`src/rtl/iomem_pkg.sv`:
```
// Shared types and constants for the iomem bus-master slice.
// Pure declarations; no logic, no latency, no flow control.
// Imported by the initiator, its watchdog and anything that decodes iomem pages.
package iomem_pkg;

    typedef enum logic [1:0] {
        IDLE = 2'd0,
        BUS  = 2'd1,
        RESP = 2'd2
    } iomem_state_t;

    localparam logic [7:0] IOMEM_GPIO_PAGE = 8'h03;
    localparam logic [3:0] WSTRB_NONE      = 4'h0;
    localparam logic [3:0] WSTRB_ALL       = 4'hF;

    typedef struct packed {
        logic        we;
        logic [31:0] addr;
        logic [31:0] wdata;
        logic [3:0]  wstrb;
    } iomem_cmd_t;

    // Reads must never present byte enables on the bus.
    function automatic logic [3:0] bus_wstrb(input logic we, input logic [3:0] wstrb);
        return we ? wstrb : WSTRB_NONE;
    endfunction

endpackage

```
`src/rtl/iomem_watchdog.sv`:
```
// Wait-cycle counter that flags when a bus transaction has waited long enough.
// expired is a decode of the count register, valid in the same cycle.
// No flow control; clr has priority over en, count holds once expired.
module iomem_watchdog
    import iomem_pkg::*;
#(
    parameter int TIMEOUT_CYCLES = 255
) (
    input  logic clk,
    input  logic resetn,
    input  logic clr,
    input  logic en,
    output logic expired
);

    // expired marks the last wait cycle, so the bus sees exactly TIMEOUT_CYCLES valid cycles.
    localparam logic [15:0] LAST = 16'(TIMEOUT_CYCLES - 1);

    logic [15:0] count_q;

    always_ff @(posedge clk) begin
        if (!resetn || clr) begin
            count_q <= '0;
        end else if (en && !expired) begin
            count_q <= count_q + 16'd1;
        end
    end

    assign expired = (count_q == LAST);

endmodule

```
`src/rtl/iomem_initiator.sv`:
```
// Single-outstanding iomem bus master fed by a valid/ready command port.
// Command accepted at T drives the bus from T+1; response one cycle after iomem_ready or timeout.
// cmd_ready low while busy or in reset; response held until rsp_ready, no command buffering.
module iomem_initiator
    import iomem_pkg::*;
#(
    parameter int TIMEOUT_CYCLES = 255,
    parameter int CNT_W          = 16
) (
    input  logic             clk,
    input  logic             resetn,
    input  logic             cmd_valid,
    output logic             cmd_ready,
    input  logic             cmd_we,
    input  logic [31:0]      cmd_addr,
    input  logic [31:0]      cmd_wdata,
    input  logic [3:0]       cmd_wstrb,
    output logic             rsp_valid,
    input  logic             rsp_ready,
    output logic [31:0]      rsp_rdata,
    output logic             rsp_err,
    output logic             iomem_valid,
    input  logic             iomem_ready,
    output logic [3:0]       iomem_wstrb,
    output logic [31:0]      iomem_addr,
    output logic [31:0]      iomem_wdata,
    input  logic [31:0]      iomem_rdata,
    output logic [CNT_W-1:0] txn_count,
    output logic [7:0]       err_count
);

    iomem_state_t state_q, state_d;
    iomem_cmd_t   cmd_q;
    logic         accept;
    logic         done_ok;
    logic         done_err;
    logic         wd_en;
    logic         wd_expired;

    always_ff @(posedge clk) begin
        if (!resetn) begin
            state_q <= IDLE;
        end else begin
            state_q <= state_d;
        end
    end

    always_comb begin
        state_d   = state_q;
        cmd_ready = 1'b0;
        rsp_valid = 1'b0;
        accept    = 1'b0;
        done_ok   = 1'b0;
        done_err  = 1'b0;
        wd_en     = 1'b0;
        case (state_q)
            IDLE: begin
                cmd_ready = resetn;
                if (cmd_valid && resetn) begin
                    accept  = 1'b1;
                    state_d = BUS;
                end
            end
            BUS: begin
                // A completion in the final wait cycle beats the timeout.
                if (iomem_ready) begin
                    done_ok = 1'b1;
                    state_d = RESP;
                end else begin
                    wd_en = 1'b1;
                    if (wd_expired) begin
                        done_err = 1'b1;
                        state_d  = RESP;
                    end
                end
            end
            RESP: begin
                rsp_valid = 1'b1;
                if (rsp_ready) begin
                    state_d = IDLE;
                end
            end
            default: state_d = IDLE;
        endcase
    end

    iomem_watchdog #(
        .TIMEOUT_CYCLES(TIMEOUT_CYCLES)
    ) u_watchdog (
        .clk    (clk),
        .resetn (resetn),
        .clr    (accept),
        .en     (wd_en),
        .expired(wd_expired)
    );

    always_ff @(posedge clk) begin
        if (!resetn) begin
            cmd_q       <= '0;
            iomem_valid <= 1'b0;
            rsp_rdata   <= '0;
            rsp_err     <= 1'b0;
            txn_count   <= '0;
            err_count   <= '0;
        end else begin
            if (accept) begin
                cmd_q.we    <= cmd_we;
                cmd_q.addr  <= cmd_addr;
                cmd_q.wdata <= cmd_wdata;
                cmd_q.wstrb <= bus_wstrb(cmd_we, cmd_wstrb);
                iomem_valid <= 1'b1;
            end
            if (done_ok || done_err) begin
                iomem_valid <= 1'b0;
                rsp_err     <= done_err;
                rsp_rdata   <= (done_ok && !cmd_q.we) ? iomem_rdata : '0;
                txn_count   <= txn_count + CNT_W'(1);
                if (done_err && err_count != 8'hFF) begin
                    err_count <= err_count + 8'd1;
                end
            end
        end
    end

    assign iomem_addr  = cmd_q.addr;
    assign iomem_wdata = cmd_q.wdata;
    assign iomem_wstrb = cmd_q.wstrb;

endmodule

```
`config.mk`:
```
export PLATFORM = sky130hd
export DESIGN_NAME = iomem_initiator
export DESIGN_NICKNAME = d
export VERILOG_FILES = /design/src/rtl/iomem_pkg.sv /design/src/rtl/iomem_watchdog.sv /design/src/rtl/iomem_initiator.sv
export SDC_FILE = /design/constraint.sdc
export NUM_CORES = 1
export LEC_CHECK = 0
export ABC_CLOCK_PERIOD_IN_PS = 2900
export BUFFER_PORTS_ARGS = -buffer_cell sky130_fd_sc_hd__buf_2
export CAP_MARGIN = 5
export CORE_MARGIN = 3
export CORE_UTILIZATION = 45
export DETAILED_ROUTE_END_ITERATION = 12
export PLACE_DENSITY = 0.75
export SETUP_SLACK_MARGIN = 0.02
export SYNTH_ARGS = -nofsm -noshare
export SYNTH_HDL_FRONTEND = slang
export SYNTH_SLANG_ARGS = --single-unit
```
`constraint.sdc`:
```
create_clock -name clk -period 2.9 [get_ports clk]
set_input_delay 0.145 -clock clk [delete_from_list [all_inputs] [get_ports clk]]
set_output_delay 0.145 -clock clk [all_outputs]
set_load 0.02 [all_outputs]
```
* After elaboration in Yosys (flattened, before gate mapping) *
Cells that the tools add are included.

storage, ports and cells
  bits in registers = 145
  latch bits = 0
  memory bits (writable) = 0
  ROM bits = 0
  bits of input ports = 106
  output and inout port bits = 128
  logic and storage cells = 53
  memories = 0

cells by class
  $add $sub $neg = 3
  $mul = 0
  div/mod/pow operators = 0
  magnitude comparators = 0
  eq/ne operators = 7
  shift operators = 0
  mux-type cells = 18
  bitwise operators = 1
  reductions and logical operators = 13

operators with widths
  cell                     count
  $add A16 B1 Y16 const B  2
  $mux W32                 1
  $eq A16 B8 Y1 const B    1
  $mux W1                  11
  $add A8 B1 Y8 const B    1
  $mux W2                  4
  $ne A8 B8 Y1 const B     1
  $pmux W2 S3              1
  $logic_and A1 B1 Y1      4
  $mux W4                  1
  $ne A2 B2 Y1 const B     2
  $logic_not A1 Y1         3
  $ne A3 B2 Y1 const B     1
  $reduce_and A3 Y1        1
  $eq A2 B1 Y1 const B     1
  $eq A2 B2 Y1 const B     1
  $logic_not A2 Y1         1
  $logic_or A1 B1 Y1       2
  $reduce_and A2 Y1        1
  $reduce_or A2 Y1         1
  $not A1 Y1               1

* Longest topological paths before layout *
Gate-level depths: netlist (run 1).

  depth after elaboration = 6
  depth in mapped cells = 8
  gate-level depth less buffers = 6

* Cells and area by module *
A second synthesis (run 1) with hierarchy kept.

unflattened totals
  cells, all modules = 718
  area total of the unflattened synthesis = 6053.3 µm²

by module, submodules not included
  module           instances  cells each  area each (µm²)  sequential area each (µm²)
  iomem_initiator  1          620         5181.2           2582.5
  iomem_watchdog   1          98          872.1            320.3

* Least setup slack after synthesis (run 1) *
No wires, ideal clock.

  path kind = register -> register
  from = reg state_q[1]
  to = reg u_watchdog.count_q[11]
  setup time = 0.128 ns
  data arrival time = 1.796 ns
  required time = 2.772 ns
  slack = 0.976 ns
  stages on the path, launching flop included = 6
  path buffers = 1
  clock period less this slack = 1.924 ns
  path through = dfxtp_1 -> nor3b_1 -> nand2_1 -> nand2_1 -> clkbuf_1 -> nor2_1

on the way
  longest elaborated chain between the ends = 3
  elaborated cells between the ends (all ways) = 6
  classes of those cells = eq/ne: 1; mux: 2; reduce/logical: 3

RTL lines
  what                                                              line                                        text
  start: declaration                                                iomem_initiator.sv:32                       iomem_state_t state_q, state_d;
  start signal: assignment                                          iomem_initiator.sv:44                       state_q <= state_d;
  $eq A2 B1 Y1 / $logic_not A2 Y1 (equally long branches)           iomem_initiator.sv:56                       case (state_q)
  $mux W1                                                           iomem_initiator.sv:56
  $logic_and A1 B1 Y1 / $logic_or A1 B1 Y1 (equally long branches)  iomem_watchdog.sv:24, iomem_watchdog.sv:22
  end signal: assignment                                            iomem_watchdog.sv:25                        count_q <= count_q + 16'd1;
  end: declaration                                                  iomem_watchdog.sv:19                        logic [15:0] count_q;

Several ways; a longest one is shown, not always the timed one.
A chain may end at the register's enable or synchronous reset.

* Worst setup path in the final report (run 1) *
  from = reg u_watchdog.count_q[0]
  to = reg rsp_rdata[2]

on the way
  longest elaborated chain between the ends = 5

RTL lines
  what                    line                    text
  $eq A16 B8 Y1           iomem_watchdog.sv:29    assign expired = (count_q == LAST);
  $mux W1                 iomem_initiator.sv:71   if (wd_expired) begin
  $mux W1                 iomem_initiator.sv:66   if (iomem_ready) begin
  $mux W1                 iomem_initiator.sv:56
  $logic_or A1 B1 Y1      iomem_initiator.sv:113  if (done_ok || done_err) begin
  end signal: assignment  iomem_initiator.sv:116  rsp_rdata <= (done_ok && !cmd_q.we) ? iomem_rdata : '0;
  end: declaration        iomem_initiator.sv:20   output logic [31:0] rsp_rdata,

No other way between the ends.

==> results_dict.tcl, run 1 <==
set metrics [dict create \
    grt_start_max_net_pins 70 \
    post_synth_edffs 0 \
    buffer_ports.inserted 233 \
    dpl_cell_area_um2 6755 \
    worstSkewPairLatency_ps 410 \
    finalWeightedCongestion 0.7951 \
    viasPerCell 5.043 \
    clock-root-buffer "sky130_fd_sc_hd__clkbuf_16" \
    synth_async_sr_flop_share 0 \
    drt_first_iter_violations 483 \
    num_rows 41 \
    tritoncts.num_buffers 17 \
    setup_slack_of_the_most_critical_reg_to_reg_path_ps 460 \
    grt_usage 0.2294 \
    setup.worst_path.end_class "flip-flop" \
    rsz0062_at_grt "no" \
    timing.max_cap.violations 0 \
    clk_pin_slew_worst_paths_ps 60 \
    cts-htree-levels 4 \
    drt_wl_total_mm 17.13 \
    post_synth_num_cell_types 40 \
    grt_pass1_wl_mm 27.37 \
    synth-seq-area-share 0.4843 \
    die_width_um 121.4 \
    finalWorstPathRequiredPeriod_ps 2437 \
    totalNegativeSetupSlack_ps 0 \
    yosys_most_used_dff "sky130_fd_sc_hd__dfxtp_1" \
    final_area_um2 8371 \
    worstMarginPinSlew_ps 1165 \
    syn_area_per_cell_um2 8.574 \
    die-area_um2 14740 \
    postLayoutCoreUtil 0.6527 \
    die-height_um 121.4 \
    post_route_clock_period_utilization 0.8403 \
    setup_viol 0 \
    clock_tree_from_tritoncts "built" \
    postSynthCellCount 699 \
    cts.sinks 145 \
    worst_hold_path_type "input port to flip-flop" \
    via_count 5739 \
    timing.hold.ws_ps 29.85 \
    timing.slew.headroom 0.2232 \
    n_fill_cell 1021 \
    count_of_buffers_added_by_post_cts_timing_repair_for_setup 0 \
    mappedNetlistArea_um2 5993 \
    floorplan.initialDensity 0.4673 \
    grt-ovfl-total 0 \
    core_area_um2 12820 \
    fin_skew_ps 8.200 \
    drive_above_1_share 0.2939 \
    antenna_found_initial 1 \
    postRouteAntennaNets 0 \
    worst_ep_arrival_time_ps 2780 \
    irDropWorstVdd_uv 405.3 \
    achievable-frequency_mhz 410.4 \
    critPathLaunchType "flip-flop" \
    status "complete, no violations" \
    maxSlewViolCount 0 \
    drc_errors 0 \
    floorplan.io_pins 234 \
    detailedPlace.worstSlack_ps 525.4 \
    total_half_perimeter_wirelength_after_legalization_and_detailed_placement_mm 9.907 \
    postSynthRegisterBits 145 \
    critical_path_peak_fanout 32 \
    layout.nets 1060 \
    cts_max_path_buffers 2 \
    worst-endpoint-required_ps 3240 \
    p_per_area_nw_per_um2 577.4 \
    leakage_nw 3.679 \
    grt_pass1_vias 5681 \
    layout_setup_ws_ps 463.3 \
    wl_per_cell_um 15.05 \
    syn_nets 809 \
    drtPass1Iterations 4 \
    crit_type "flip-flop to flip-flop" \
    final_hold_violation_count 0 \
    flow.area_growth_from_synthesis_pct 39.67 \
    synth.yosys.warnings 0 \
]
==> sequential cells by signal, indices dropped and copies added, names as in the netlist, 2 cells and up <==
name	flops
err_count	8
iomem_addr	32
iomem_wdata	32
iomem_wstrb	4
rsp_rdata	32
state_q	2
txn_count	16
u_watchdog.count_q	16
==> worst max-delay path, stage by stage (launching register included) <==
cell and delay, ps:
sky130_fd_sc_hd__dfxtp_1 400, sky130_fd_sc_hd__inv_1 60, sky130_fd_sc_hd__ha_1 190, sky130_fd_sc_hd__and3_1 320
sky130_fd_sc_hd__a21oi_2 210, sky130_fd_sc_hd__o21a_1 910, sky130_fd_sc_hd__a22o_1 260
==> metrics by stage <==
step	power, mW	std cells
2_1_floorplan	2.427	699
3_3_place_gp	2.535	1003
3_5_place_dp	2.539	1003
4_1_cts	4.864	1135
5_1_grt	5.003	1135
6_report	4.833	1138
==> cell type report <==
cell class,count,area (µm²),area share
inverters,8,30.03,0.003587
diodes,3,7.507,0.0008969
flip-flops and latches,145,2903,0.3468
well taps,172,215.2,0.02571
clock inverters,12,160.2,0.01913
repair buffers,342,2235,0.2670
clock buffers,20,446.7,0.05336
multi-input cells,436,2374,0.2836
==> what timing repair did <==
item / in CTS / in global routing
endpoints found under the hold margin: 100 / 0
hold buffers: 100 / 0
gates resized for setup: 0 / 0
==> per-layer routing <==
layer / vias up / track usage / share of wire
li1: 2846 / - / -
met4: 2 / 0.1043 / 0.029
met2: 236 / 0.3793 / 0.48
met1: 2614 / 0.2706 / 0.41
met5: - / 0 / 0.00076
met3: 41 / 0.07413 / 0.077
==> cells in the final DEF (no fill, tap or decap), drive strengths merged, types with 2 or more instances in the layout <==
cell type,instances
a2111oi,2
a211oi,2
a21oi,90
a22o,32
and2,2
and3,7
and4,3
buf,242
bufinv,3
clkbuf,20
clkinv,5
clkinvlp,4
dfxtp,145
diode,3
dlygate4sd3,100
ha,4
inv,8
mux2i,3
nand2,151
nand2b,2
nand3,20
nand4,13
nor2,26
nor2b,3
nor3,8
nor3b,2
nor4,2
o211ai,2
o21ai,9
o31ai,12
or3,10
or4,14
xnor2,12
==> power by group <==
part / internal, mW / total [mW] / switching (mW)
logic: 0.235 / 0.523 / 0.288
clock network: 1.38 / 2.22 / 0.839
registers: 2.06 / 2.09 / 0.0348
==> cells by family (layout without fill, tap and decap cells) <==
logic type | count (synthesis) | after routing | synth area share
compound gates | 153 | 153 | 0.1608
xor+xnor | 13 | 13 | 0.01900
fa+ha+maj | 4 | 4 | 0.008351
buf+inv | 118 | 382 | 0.1211
flops | 145 | 145 | 0.4843
mux | 3 | 3 | 0.005011
other cells | 0 | 3 | 0
simple gates | 263 | 263 | 0.2015
==> worst paths after layout <==
kind,startpoint,end,depth (start not counted)
worst max-delay path,u_watchdog.count_q[0],rsp_rdata[2],6
worst min-delay path,cmd_we,cmd_q[68],3
worst max register to register,u_watchdog.count_q[0],rsp_rdata[2],6
worst min register to register,iomem_wstrb[3],iomem_wstrb[3],2
==> synthesized netlist by cell type (4+ instances only) <==
cell	count	area, µm²
sky130_fd_sc_hd__o31ai_1	12	90.09
sky130_fd_sc_hd__clkbuf_1	22	82.58
sky130_fd_sc_hd__or4_1	14	105.1
sky130_fd_sc_hd__ha_1	4	50.05
sky130_fd_sc_hd__a21oi_1	89	445.4
sky130_fd_sc_hd__nor2_1	26	97.59
sky130_fd_sc_hd__nand4_1	13	81.33
sky130_fd_sc_hd__and3_1	6	37.54
sky130_fd_sc_hd__inv_1	7	26.28
sky130_fd_sc_hd__nand2_1	151	566.8
sky130_fd_sc_hd__a22o_1	32	280.3
sky130_fd_sc_hd__nand3_1	20	100.1
sky130_fd_sc_hd__dfxtp_1	145	2903
sky130_fd_sc_hd__xnor2_1	12	105.1
sky130_fd_sc_hd__or3_1	10	62.56
sky130_fd_sc_hd__o21ai_0	9	45.04
sky130_fd_sc_hd__nor3_1	8	40.04
sky130_fd_sc_hd__buf_2	16	80.08
sky130_fd_sc_hd__buf_4	68	510.5
No activity file was read; power rests on OpenSTA's default activity.
==> inputs of run 2 (changes only) <==
Settings changed: ABC_CLOCK_PERIOD_IN_PS 2900 to 2100, CORE_UTILIZATION 45 to 44, PLACE_DENSITY 0.75 to 0.76.
Clock period 2.9 ns to 2.1 ns, I/O delays scaled along.
==> results_dict.tcl, run 2 (synthesized netlist as in run 1, its figures left out) <==
set metrics [dict create \
    status "complete, no violations" \
    clock_tree_from_tritoncts "built" \
    layout.nets 1071 \
    worstMarginPinSlew_ps 677.5 \
    timing.slew.headroom 0.5484 \
    p_per_area_nw_per_um2 765.5 \
    crit_path_top_delay_cell "sky130_fd_sc_hd__dfxtp_1" \
    drive_above_1_share 0.3018 \
    setup.worst_path.end_class "flip-flop" \
    dpl_cell_area_um2 6860 \
    power_frac_comb 0.115 \
    floorplan.io_pins 234 \
    critical_path_peak_fanout 32 \
    grt_start_max_net_pins 69 \
    power_frac_seq 0.447 \
    tritoncts.num_buffers 17 \
    final_hold_violation_count 0 \
    grt_pass1_wl_mm 27.14 \
    final_area_um2 8437 \
    power_switching_share 0.2517 \
    grt_pass1_vias 5673 \
    core_area_um2 13300 \
    finalWeightedCongestion 0.8128 \
    worst_hold_path_type "input port to flip-flop" \
    num_rows 42 \
    finalWorstPathRequiredPeriod_ps 1947 \
    maxSlewViolCount 0 \
    critPathLaunchType "flip-flop" \
    cts_max_path_buffers 2 \
    achievable-frequency_mhz 513.6 \
    top_library_cells_by_usage_in_the_layout_fill_and_taps_aside "233 x sky130_fd_sc_hd__buf_2, 150 x sky130_fd_sc_hd__nand2_1, 145 x sky130_fd_sc_hd__dfxtp_1" \
    power.switching_mw 1.625 \
    cts.sinks 145 \
    total_half_perimeter_wirelength_after_legalization_and_detailed_placement_mm 10.35 \
    grt-ovfl-total 0 \
    cts-htree-levels 4 \
    drt_wl_total_mm 17.47 \
    worst-endpoint-required_ps 2400 \
    setup_viol 0 \
    die_width_um 122.7 \
    die-height_um 122.7 \
    via_count 5979 \
    drt_first_iter_violations 388 \
    worst_path_largest_cell_delay_ps 380 \
    worst_hold_path_cells 4 \
    worst_r2r_path_depth 7 \
    drtPass1Iterations 5 \
    grt_usage 0.2264 \
    buffer_ports.inserted 233 \
    clk_pin_slew_worst_paths_ps 60 \
    clock-root-buffer "sky130_fd_sc_hd__clkbuf_16" \
    layout_commonest_cell "sky130_fd_sc_hd__buf_2" \
    viasPerCell 5.195 \
    totalNegativeSetupSlack_ps 0 \
    rsz0062_at_grt "no" \
    leakage_nw 3.728 \
    drc_errors 0 \
    floorplan.initialDensity 0.4508 \
    worstSkewPairLatency_ps 420 \
    power.share.clock 0.438 \
    postRouteAntennaNets 0 \
    post_route_clock_period_utilization 0.9271 \
    cell_internal_power_dissipation_mw 4.833 \
    die-area_um2 15060 \
    fin_skew_ps 10.82 \
    wl_per_cell_um 15.18 \
    flow.area_growth_from_synthesis_pct 40.77 \
    antenna_found_initial 0 \
    crit_type "flip-flop to flip-flop" \
    irDropWorstVdd_uv 544.2 \
    worst_ep_arrival_time_ps 2250 \
    timing.max_cap.violations 0 \
    path_cells "and3_2 > and3_1 > a21oi_2 > buf_12 > o21a_1 > buf_4 > a22o_1" \
]
run 2: cell count changes in the layout (fill, tap and decap cells not counted):
| cell | delta |
|---|---|
| sky130_fd_sc_hd__clkinvlp_4 | -1 |
| sky130_fd_sc_hd__bufinv_16 | -3 |
| sky130_fd_sc_hd__clkbuf_8 | +3 |
| sky130_fd_sc_hd__buf_4 | +8 |
| sky130_fd_sc_hd__and3_2 | +1 |
| sky130_fd_sc_hd__buf_12 | +2 |
| sky130_fd_sc_hd__inv_6 | +2 |
| sky130_fd_sc_hd__and3_1 | -1 |
| sky130_fd_sc_hd__dlygate4sd3_1 | +1 |
| sky130_fd_sc_hd__diode_2 | -2 |
| sky130_fd_sc_hd__inv_8 | +1 |
| sky130_fd_sc_hd__clkinv_4 | -2 |
run 2: through the flow:
| step | hold WS [ps] | total power, mW | setup slack, ps | std cells | utilization |
|---|---|---|---|---|---|
| 2_1_floorplan | 213.6 | 3.351 | 176.2 | 699 | - |
| 3_3_place_gp | 320.7 | 3.514 | 230.7 | 1017 | 0.5160 |
| 4_1_cts | 2.758 | 6.489 | 179.8 | 1150 | 0.6343 |
| 5_1_grt | 96.98 | 6.706 | 56.80 | 1150 | 0.6344 |
| 3_5_place_dp | 325.3 | 3.521 | 188.5 | 1017 | 0.5160 |
| 6_report | 33.63 | 6.458 | 153.1 | 1151 | 0.6346 |
run 2: cell type report:
class / count / area, µm²
sequential: 145 / 2903
fill: 1039 / 4858
timing repair buffer: 353 / 2345
clock buffer: 23 / 488.0
antenna: 1 / 2.502
inverter: 8 / 30.03
clock inverter: 9 / 73.82
multi-input combinational: 436 / 2375
tap: 176 / 220.2
run 2: critical path, delay by kind of cell (launching register included):
family	cells	cell delay, ps
simple gates	2	520
compound gates	3	510
buf+inv	2	390
flops	1	380
run 2: power by group through the flow:
| stage | registers, mW | logic (mW) | clock network, mW |
|---|---|---|---|
| 2_1_floorplan | 2.96 | 0.391 | 0 |
| 3_3_place_gp | 2.94 | 0.571 | 0 |
| 3_5_place_dp | 2.94 | 0.577 | 0 |
| 4_1_cts | 2.89 | 0.724 | 2.88 |
| 5_1_grt | 2.90 | 0.800 | 3.01 |
| 6_report | 2.89 | 0.743 | 2.83 |
run 2: routing by layer:
| metal | track usage | share of wire |
|---|---|---|
| met5 | 0 | 0 |
| met1 | 0.2644 | 0.40 |
| met2 | 0.3721 | 0.49 |
| met3 | 0.07880 | 0.083 |
| met4 | 0.1057 | 0.033 |
run 2: final timing paths:
| kind | to | slack [ps] | start |
|---|---|---|---|
| min reg2reg | iomem_wstrb[3] | 450 | iomem_wstrb[3] |
| min | state_q[1] | 30 | rsp_ready |
| max | rsp_rdata[23] | 150 | u_watchdog.count_q[2] |
| max reg2reg | rsp_rdata[23] | 150 | u_watchdog.count_q[2] |
run 2: repair_timing:
action                                  4_1_cts  5_1_grt
endpoints found under the setup margin        0        5
buffers inserted                              0        0
resized for setup                             0        1
hold buffers                                101        0
endpoints found under the hold margin       101        0
==> inputs of run 3 (changes only) <==
Settings changed: ABC_AREA from default to 1, CORE_MARGIN 3 to default, CORE_UTILIZATION 44 to 45, PLACE_DENSITY 0.76 to 0.77.
==> results_dict.tcl, run 3 <==
set metrics [dict create \
    grt-ovfl-total 0 \
    antenna_cells 0 \
    worst-endpoint-required_ps 2380 \
    finalNonFillerCells 1332 \
    drtPass1Iterations 5 \
    postCtsResizedCells 0 \
    grt_start_max_net_pins 45 \
    timing.slew.headroom 0.6966 \
    grt_usage 0.2585 \
    wl_per_cell_um 14.33 \
    achievable-frequency_mhz 524.1 \
    synth.yosys.warnings 0 \
    dpl_cell_area_um2 7202 \
    critPathLaunchType "flip-flop" \
    yosys_most_used_dff "sky130_fd_sc_hd__dfxtp_1" \
    p_per_area_nw_per_um2 768.9 \
    top_library_cells_by_usage_in_the_layout_fill_and_taps_aside "233 x sky130_fd_sc_hd__buf_2, 207 x sky130_fd_sc_hd__nor2_1, 172 x sky130_fd_sc_hd__nand2_1" \
    totalNegativeSetupSlack_ps 0 \
    post_route_clock_period_utilization 0.9085 \
    cts_max_path_buffers 2 \
    leakage_nw 3.907 \
    clk_pin_slew_worst_paths_ps 60 \
    synth_async_sr_flop_share 0 \
    critical_path_peak_fanout 35 \
    worstMarginPinSlew_ps 455.0 \
    viasPerCell 5.008 \
    drt_wl_total_mm 19.09 \
    clock_tree_from_tritoncts "built" \
    setup_viol 0 \
    final_area_um2 8778 \
    synth_area_leaders "sky130_fd_sc_hd__dfxtp_1 45%, sky130_fd_sc_hd__nor2_1 12%, sky130_fd_sc_hd__nand2_1 10%" \
    drc_errors 0 \
    die-area_um2 14740 \
    floorplan.initialDensity 0.4622 \
    grt_pass1_vias 6412 \
    post_synth_num_cell_types 33 \
    count_of_buffers_added_by_post_cts_timing_repair_for_setup 0 \
    antenna_found_initial 0 \
    num_rows 43 \
    setup.worst_path.end_class "flip-flop" \
    grt_pass1_wl_mm 29.89 \
    status "complete, no violations" \
    n_fill_cell 1127 \
    mappedNetlistArea_um2 6416 \
    cts.sinks 145 \
    finalWeightedCongestion 0.8955 \
    postSynthCellCount 882 \
    die-height_um 121.4 \
    layout.nets 1249 \
    final_hold_violation_count 0 \
    rsz0062_at_grt "no" \
    post_synth_edffs 0 \
    irDropWorstVdd_uv 604.1 \
    postSynthRegisterBits 145 \
    cts-htree-levels 4 \
    flow.area_growth_from_synthesis_pct 36.82 \
    worst_hold_path_type "input port to flip-flop" \
    timing.max_cap.violations 0 \
    drt_first_iter_violations 510 \
    layout_setup_ws_ps 192.1 \
    worstSkewPairLatency_ps 410 \
    fin_skew_ps 8.960 \
    worst_ep_arrival_time_ps 2190 \
    drive_above_1_share 0.2561 \
    critical_path.reg2reg.startpoint "u_watchdog.count_q[0]" \
    setup_slack_of_the_most_critical_reg_to_reg_path_ps 190 \
    worst_r2r_path_depth 9 \
    critPathLaunch "u_watchdog.count_q[0]" \
    total_half_perimeter_wirelength_after_legalization_and_detailed_placement_mm 10.98 \
    buffer_ports.inserted 233 \
    floorplan.io_pins 234 \
    tritoncts.num_buffers 17 \
    syn_area_per_cell_um2 7.275 \
    finalWorstPathRequiredPeriod_ps 1908 \
    detailedPlace.worstSlack_ps 260.3 \
    critical_path.endpoint "rsp_rdata[3]" \
    maxSlewViolCount 0 \
    core_area_um2 13880 \
    layout_commonest_cell "sky130_fd_sc_hd__buf_2" \
    yosys-top-cells-count "207 x sky130_fd_sc_hd__nor2_1, 173 x sky130_fd_sc_hd__nand2_1, 145 x sky130_fd_sc_hd__dfxtp_1" \
    clock-root-buffer "sky130_fd_sc_hd__clkbuf_16" \
    worstReg2RegEnd "rsp_rdata[3]" \
    yosys.area.top_type "sky130_fd_sc_hd__dfxtp_1" \
    numPlacedInstances 1200 \
    via_count 6671 \
    postRouteAntennaNets 0 \
    post-synth-top-count-cell "sky130_fd_sc_hd__nor2_1" \
    crit_type "flip-flop to flip-flop" \
    die_width_um 121.4 \
    syn_nets 992 \
    synth-seq-area-share 0.4524 \
    synth_top_area_share 0.4524 \
]
run 3: cell count changes in the layout (fill, tap and decap cells not counted), sizes merged, moves of 12 or more:
| cell | before | now |
|---|---|---|
| nand2 | 151 | 177 |
| inv | 11 | 39 |
| nand3 | 20 | 35 |
| o21ai | 9 | 74 |
| or4 | 14 | 0 |
| a21oi | 90 | 64 |
| a22o | 32 | 1 |
| nor2 | 26 | 211 |
| o31ai | 12 | 0 |
run 3: how the worst min path moves through the flow:
stage | start | end | slack [ps] | depth (start not counted)
floorplan | cmd_we | cmd_q[68] | 240 | 1
global placement | cmd_addr[3] | iomem_addr[3] | 340 | 3
detailed placement | cmd_addr[3] | iomem_addr[3] | 350 | 3
CTS | cmd_wdata[8] | iomem_wdata[8] | 0.1 | 3
global route | cmd_we | cmd_q[68] | 20 | 2
finish | cmd_we | cmd_q[68] | 30 | 2
run 3: cell type report:
class | instances | area (µm²) | share of cell area
sequential | 145 | 2903 | 0.3307
multi-input combinational | 594 | 2659 | 0.3029
timing repair buffer | 344 | 2275 | 0.2591
clock buffer | 19 | 442.9 | 0.05046
tap | 180 | 225.2 | 0.02566
inverter | 37 | 141.4 | 0.01611
clock inverter | 13 | 132.6 | 0.01511
run 3: timing repair:
item / 4_1_cts / 5_1_grt
endpoints found under the setup margin: 0 / 0
hold endpoints to repair: 99 / 1
hold buffers: 99 / 1
run 3: critical path: stages, from the launching register on:
cell and delay [ps]:
sky130_fd_sc_hd__dfxtp_1 330, sky130_fd_sc_hd__inv_1 80, sky130_fd_sc_hd__ha_1 140, sky130_fd_sc_hd__nand3_1 110, sky130_fd_sc_hd__nor2_2 240, sky130_fd_sc_hd__nand3_4 170
sky130_fd_sc_hd__nand2_4 270, sky130_fd_sc_hd__inv_4 210, sky130_fd_sc_hd__nand2_1 130, sky130_fd_sc_hd__a21oi_1 80
run 3: power breakdown:
group          total, mW  switching, mW  internal (mW)  leakage (nW)
combinational      0.866          0.493          0.373          2.44
clock               2.95           1.17           1.78         0.287
sequential          2.93         0.0659           2.87          1.18
run 3: logic make-up after synthesis:
logic type | synth area share
simple gates | 0.2781
flops | 0.4524
compound gates | 0.1158
buf+inv | 0.1336
xor+xnor | 0.01229
fa+ha+maj | 0.007801
run 3: metal layers:
metal | part of all wire | track usage | up-vias
li1 | - | - | 3275
met5 | 0 | 0 | -
met3 | 0.084 | 0.07895 | 39
met4 | 0.022 | 0.1173 | 0
met2 | 0.48 | 0.4464 | 324
met1 | 0.41 | 0.2898 | 3033
run 3: through the flow:
stage | hold WS [ps] | power [mW] | utilization
finish | 25.20 | 6.749 | 0.6324
global route | 21.31 | 7.016 | 0.6324
CTS | 0.09687 | 6.761 | 0.6317
detailed placement | 349.8 | 3.665 | 0.5188
global placement | 342.1 | 3.652 | 0.5188
floorplan | 237.7 | 3.512 | -
